## config.mk

```make
export PLATFORM = sky130hd
export DESIGN_NAME = fp16_frame_sequencer
export DESIGN_NICKNAME = d
export VERILOG_FILES = /design/src/rtl/fp16_frame_sequencer.sv
export SDC_FILE = /design/constraint.sdc
export NUM_CORES = 1
export LEC_CHECK = 0
export CORE_ASPECT_RATIO = 1.25
export CORE_MARGIN = 1.5
export CORE_UTILIZATION = 50
export CTS_CLUSTER_DIAMETER = 120
export DETAILED_ROUTE_END_ITERATION = 16
export PLACE_DENSITY = 0.85
export REMOVE_ABC_BUFFERS = 1
export SETUP_SLACK_MARGIN = 0.05
export SYNTH_ARGS = -nofsm -noshare
export SYNTH_HDL_FRONTEND = slang
export SYNTH_SLANG_ARGS = --single-unit
export TNS_END_PERCENT = 30
```

## constraint.sdc

```tcl
create_clock -name clk -period 1.5 [get_ports clk]
set_input_delay 0.45 -clock clk [delete_from_list [all_inputs] [get_ports clk]]
set_output_delay 0.45 -clock clk [all_outputs]
set_load 0.01 [all_outputs]
```

## src/rtl/fp16_frame_sequencer.sv

```systemverilog
// Frame controller for the serial FP16 add/sub path: gates SIPO shifting, launches the
// adder, waits for its result with a timeout, then frames the serial result via the PISO.
module fp16_frame_sequencer #(
  parameter int IN_BITS  = 32,
  parameter int OUT_BITS = 16,
  parameter int MIN_LAT  = 1,
  parameter int TIMEOUT  = 15
) (
  input  logic       clk,
  input  logic       rst,
  input  logic       in_valid,
  input  logic       abort,
  input  logic       sum_ready,
  output logic       sipo_en,
  output logic       sum_en,
  output logic       piso_load,
  output logic       out_valid,
  output logic       busy,
  output logic       done,
  output logic       timeout_err,
  output logic [7:0] frame_cnt
);

  localparam int IC_W = $clog2(IN_BITS + 1);
  localparam int OC_W = $clog2(OUT_BITS + 1);
  localparam int W_W  = $clog2(TIMEOUT + 1);

  localparam logic [IC_W-1:0] IN_LAST  = IC_W'(IN_BITS - 1);
  localparam logic [OC_W-1:0] OUT_LAST = OC_W'(OUT_BITS - 1);
  localparam logic [W_W-1:0]  W_MIN    = W_W'(MIN_LAT);
  localparam logic [W_W-1:0]  W_TO     = W_W'(TIMEOUT);

  typedef enum logic [2:0] {
    IDLE, SHIFT_IN, COMPUTE, WAIT_READY, LOAD_OUT, SHIFT_OUT, DONE_S
  } state_t;

  state_t          state, state_n;
  logic [IC_W-1:0] in_cnt, in_cnt_n;
  logic [OC_W-1:0] out_cnt, out_cnt_n;
  logic [W_W-1:0]  w, w_n;
  logic            err_n;
  logic [7:0]      fc_n;

  // Shift enable stays combinational so the SIPO captures the bit in the same cycle.
  assign sipo_en = in_valid & ~rst & ((state == IDLE) | (state == SHIFT_IN));

  always_comb begin
    state_n   = state;
    in_cnt_n  = in_cnt;
    out_cnt_n = out_cnt;
    w_n       = w;
    err_n     = timeout_err;
    fc_n      = frame_cnt;
    if (abort && (state != IDLE)) begin
      state_n   = IDLE;
      in_cnt_n  = '0;
      out_cnt_n = '0;
      w_n       = '0;
    end else begin
      case (state)
        IDLE: begin
          if (in_valid) begin
            in_cnt_n = IC_W'(1);
            err_n    = 1'b0;
            state_n  = SHIFT_IN;
          end
        end
        SHIFT_IN: begin
          if (in_valid) begin
            if (in_cnt == IN_LAST) begin
              in_cnt_n = '0;
              state_n  = COMPUTE;
            end else begin
              in_cnt_n = in_cnt + IC_W'(1);
            end
          end
        end
        COMPUTE: begin
          w_n     = '0;
          state_n = WAIT_READY;
        end
        WAIT_READY: begin
          // Early ready is ignored: it may still be the previous operation's level.
          if (sum_ready && (w >= W_MIN)) begin
            w_n     = '0;
            state_n = LOAD_OUT;
          end else if (w == W_TO) begin
            w_n     = '0;
            err_n   = 1'b1;
            state_n = IDLE;
          end else begin
            w_n = w + W_W'(1);
          end
        end
        LOAD_OUT: begin
          out_cnt_n = '0;
          state_n   = SHIFT_OUT;
        end
        SHIFT_OUT: begin
          if (out_cnt == OUT_LAST) begin
            out_cnt_n = '0;
            state_n   = DONE_S;
          end else begin
            out_cnt_n = out_cnt + OC_W'(1);
          end
        end
        DONE_S: begin
          fc_n    = frame_cnt + 8'd1;
          state_n = IDLE;
        end
        default: state_n = IDLE;
      endcase
    end
  end

  // Outputs are registered from the next state so they line up with the state register.
  always_ff @(posedge clk or posedge rst) begin
    if (rst) begin
      state       <= IDLE;
      in_cnt      <= '0;
      out_cnt     <= '0;
      w           <= '0;
      timeout_err <= 1'b0;
      frame_cnt   <= '0;
      sum_en      <= 1'b0;
      piso_load   <= 1'b0;
      out_valid   <= 1'b0;
      busy        <= 1'b0;
      done        <= 1'b0;
    end else begin
      state       <= state_n;
      in_cnt      <= in_cnt_n;
      out_cnt     <= out_cnt_n;
      w           <= w_n;
      timeout_err <= err_n;
      frame_cnt   <= fc_n;
      sum_en      <= (state_n == COMPUTE);
      piso_load   <= (state_n == LOAD_OUT);
      out_valid   <= (state_n == SHIFT_OUT);
      busy        <= (state_n != IDLE);
      done        <= (state_n == DONE_S);
    end
  end

endmodule

```

# After elaboration in Yosys (flattened, before gate mapping)
# Index checks and enable logic that the tools add are counted.
# W data, S select, Z words.
# totals
ff_bits,32
input_bits,5
# op_classes
n_addsub,4
n_lt_le_gt_ge,1
n_eq_ne,18
muxes,24
n_bitwise,5
reduce_logical,12
# op_table
cell,count
$mux W6,4
$mux W3,7
$eq A3 B3 Y1 const B,6
$pmux W3 S6,1
$reduce_bool A3 Y1,5
$mux W4,3
$pmux W6 S2,1
$mux W5,2
$pmux W5 S2,1
$eq A3 B2 Y1 const B,3
$add A8 B1 Y8 const B,1
$pmux W4 S2,1
$add A6 B1 Y6 const B,1
$eq A6 B5 Y1 const B,1
$ne A2 B2 Y1 const B,3
$ne A3 B2 Y1 const B,2
$add A5 B1 Y5 const B,1
$eq A5 B4 Y1 const B,1
$reduce_and A5 Y1,1
$add A4 B1 Y4 const B,1
$eq A4 B4 Y1 const B,1
$ge A4 B1 Y1 const B,1
$eq A3 B1 Y1 const B,1
$logic_not A3 Y1,1
9 further kinds,14

# Longest topological paths before layout
# logic_depth
depth_word,6
ltp_mapped,6

# Worst setup path after synthesis
# OpenSTA, ideal clock, no wires.
# synth_path
path_type,reg-to-reg
startpoint,reg w[0]
endpoint,reg w[2]
arrival_ps,1605
required_time_ps,1421
setup_slack_ps,-184
stages_incl_launch_ff,6
n_path_buf,0
cell_sequence,dfrtp_1 ha_1 or4b_4 a211oi_4 a21oi_1 mux2i_1
# synth_via
elab_chain_cells,5
# synth_lines
element,line_no,source
from (decl),40,"logic [W_W-1:0] w, w_n;"
from (signal assigned),134,w <= w_n;
"$add A4 B1 Y4, or another cell as far along",92,w_n = w + W_W'(1);
$mux W4 / $logic_and A1 B1 Y1 (equally long branches),"87, 84",
$mux W4 (*),84,if (sum_ready && (w >= W_MIN)) begin
$pmux W4 S2 (*),60,case (state)
$mux W4 (*),54,if (abort && (state != IDLE)) begin
# Every way passes the cells marked *; elsewhere a longest branch is shown, timed or not.
# A chain may end at the register's enable or synchronous reset.

# Final worst setup path
# layout_path
startpoint,reg w[0]
endpoint,reg state[0]
# layout_via
elab_chain_cells,5
# layout_lines
element,line_no,source
$ge A4 B1 Y1 / $eq A4 B4 Y1 (equally long branches),"84, 87",
$logic_and A1 B1 Y1 / $mux W3 (equally long branches),"84, 87",
$mux W3 (*),84,
$pmux W3 S6 (*),60,
$mux W3 (*),54,
named net state_n[0],37,"state_t state, state_n;"
to (signal assigned),131,state <= state_n;
to (decl),37,
# Mark *: on every way through the listed nets, which the timed path passes. The rest lies on a longest branch.

==> flow_summary.toml <==
[drt]
vias = 1593
wl_per_cell_microns = 16.39
ant_nets = 0
drc_errors = 0
first_pass_iters = 4
via_per_inst = 5.878
drt_wl_total_microns = 4442
drt-initial-drc-count = 53

[setup_path]
max_stage_delay_ps = 530
start_kind = "flip-flop"
worst_ep_arrival_time_ps = 1990
crit_type = "flip-flop to flip-flop"
cp_cell_sequence = "ha_2, or4b_4, buf_4, nand3_4, a311oi_1, o211ai_1"
slowest_stage = "or4b_4"
cp.required_ps = 1690
cp-end-kind = "flip-flop"
critPathMaxFanout = 4

[yosys]
syn-cell-area_sq_um = 1712
synth-seq-cells = 32
synth_top_area_share_pct = 46.78
yosysTopAreaCell = "dfrtp_1"
synthCells = 176
synth-edff-count = 0
syn-mean-instance-area_sq_um = 9.725
yosys-top-cells-area = "dfrtp_1 47%, ha_1 4.4%, xnor2_1 4.1%, nor2_1 3.3%, nand2_1 2.9%"
synth.distinct_cells = 43
yosys_warnings = 0
yosysSeqAreaShare_pct = 46.78
async_reset_ff_share_pct = 100.0
ys.flop_type = "dfrtp_1"

[pwr]
power.leakage_uw = 0.001144
combPwrFrac_pct = 18.6
intPower_uw = 1473
peakVddDrop_mv = 0.6790
seqPwrFrac_pct = 45.6
pwr-share-clk_pct = 35.8
power.density_nw_per_um2 = 839.4
switching_power_uw = 545.2
swShare_pct = 27.01

[finish]
antenna_cells = 0
area_delta_synth_final_pct = 40.50
instances_no_fill = 271
layout-drive-gt1-share_pct = 29.91
final_cell_mix = "35 x buf_4, 31 x dfrtp_1, 14 x nor2_1, 13 x nand2_1, 11 x dlygate4sd2_1"
nets = 245
final_common_cell = "buf_4"
final_util_pct = 73.95

[worst_hold_path]
hold_path.class = "flip-flop to flip-flop"

[sta]
period_share_pct = 120.2
fin_crit_ps = 1802
rsz0062_at_grt = "yes"
finalSetupViolCount = 11
finalHoldViolCount = 0
fin_ws_ps = -302.3
clock.fmax_mhz = 554.8
worst_slew_pin_slew_ps = 325.8
relSlewSlack_pct = 78.14
finClkSkew_ps = 4.729
slew_viol_final = 0

[clocking]
insertion_delay_ps = 280
cts_tree = "built"
clk_pin_slew_worst_paths_ps = 70
clock-sinks = 32
cts_buffers = 5
root_buffer = "clkbuf_8"
cts_hold_repair.buffers = 0
ctsHtreeMaxLevel = 2
cts_max_path_buffers = 2

[global_routing]
antenna_found_initial = 0
grt_pass1_vias = 1607
grt_start_max_net_pins = 33
grt_first_pass_wirelength_microns = 7162
overflow = 0
grt_use_total_pct = 24.76

[placement]
dp_hpwl_microns = 2902
preCtsSetupSlack_ps = -905.6
portBuffers = 19
gp_congestion = 0.8472
placed_cells = 260

[outcome]
outcome = "complete, but fails checks"
violations = "negative setup slack"

[job]
drv_cap = 0

[die]
core_region_area_sq_um = 3252
chipWidth_microns = 55.33
die_height_microns = 68.42
die_area_sq_um = 3785
ios = 20
rows = 23
floorplan.initialDensity_pct = 52.64
[stage by stage]
stage / hold slack, ps / setup TNS [ps] / cell area, sq um / total power (uW)
floorplan: 471.2 / -868.0 / 1682 / 1106
global placement: 462.0 / -9995 / 2193 / 1264
detailed placement: 479.5 / -11040 / 2193 / 1279
CTS: 485.8 / -2097 / 2328 / 1999
global route: 493.1 / -2881 / 2405 / 2095
finish: 479.8 / -2308 / 2405 / 2019
[final timing paths]
| kind | cells after the start | slack (ps) | startpoint | end |
|---|---|---|---|---|
| hold / removal | 1 | 480 | frame_cnt[7] | frame_cnt[7] |
| min in group asynchronous | 3 | 580 | rst | in_cnt[2] |
| max in group asynchronous | 3 | 730 | rst | state[0] |
| setup reg to reg | 6 | -300 | w[0] | state[0] |
| setup / recovery | 6 | -300 | w[0] | state[0] |
| hold reg to reg | 1 | 480 | frame_cnt[7] | frame_cnt[7] |
[metal layers]
| layer | routed length, microns | global-route usage, % | vias up |
|---|---|---|---|
| met5 | 0 | 0 | - |
| met4 | 165 | 17.38 | 0 |
| met3 | 220 | 4.537 | 17 |
| met2 | 2284 | 42.26 | 61 |
| met1 | 1771 | 28.49 | 769 |
| li1 | - | - | 746 |
[logic make-up (layout without fill, tap and decap cells)]
group,Yosys count,count (layout),synth area share (%)
fa+ha+maj,6,6,4.386
buf+inv,14,72,3.289
xor+xnor,9,9,4.606
simple gates,71,71,22.15
flops,32,32,46.78
compound gates,41,41,16.96
mux,3,3,1.827
[Yosys cell counts, types with 2 or more instances]
master    count
nor2_1       15
nand3_1       9
ha_1          6
a22o_1        2
o211ai_1      4
a32o_1        2
nor2b_1       5
buf_2         3
a21oi_1       8
nand2_1      13
nand4_1       5
xnor2_1       8
mux2i_1       2
dfrtp_1      32
and3_1        5
and2_1        3
o21a_1        4
inv_1         7
o21ai_0       9
nor3_1        7
a22oi_1       2
clkbuf_1      4
[power groups by stage]
stage          registers (uW)  logic, uW  clock network [uW]
2_1_floorplan             949        157                   0
3_3_place_gp              932        332                   0
3_5_place_dp              934        345                   0
4_1_cts                   918        351                 730
5_1_grt                   926        405                 764
6_report                  921        375                 722
[layout make-up]
cell class | instances | area, sq um
Sequential cell | 32 | 802.0
Inverter | 7 | 26.28
Clock buffer | 7 | 96.34
Tap cell | 37 | 46.29
Timing Repair Buffer | 58 | 491.7
Multi-Input combinational cell | 130 | 942.2
Fill cell | 216 | 847.1
[sequential cells by signal (all words and copies together), names as in the netlist, 3 cells and up]
signal     count
frame_cnt      8
in_cnt         6
out_cnt        5
state          3
w              4
[timing repair]
action | in CTS | in global routing
cloned | 0 | 0
setup buffers | 3 | 1
endpoints found under the setup margin | 43 | 31
pin swaps | 5 | 11
gates resized for setup | 34 | 20
[worst max-delay path: cells and delay by family, from the launching register on]
kind / cells / cell delay [ps]
adders and majority gates: 1 / 200
AOI/OAI and AO/OA: 2 / 320
and+or+nand+nor: 2 / 590
buffers and inverters: 1 / 170
DFF: 1 / 420
Note: power is estimated with default switching activity, not from simulation.
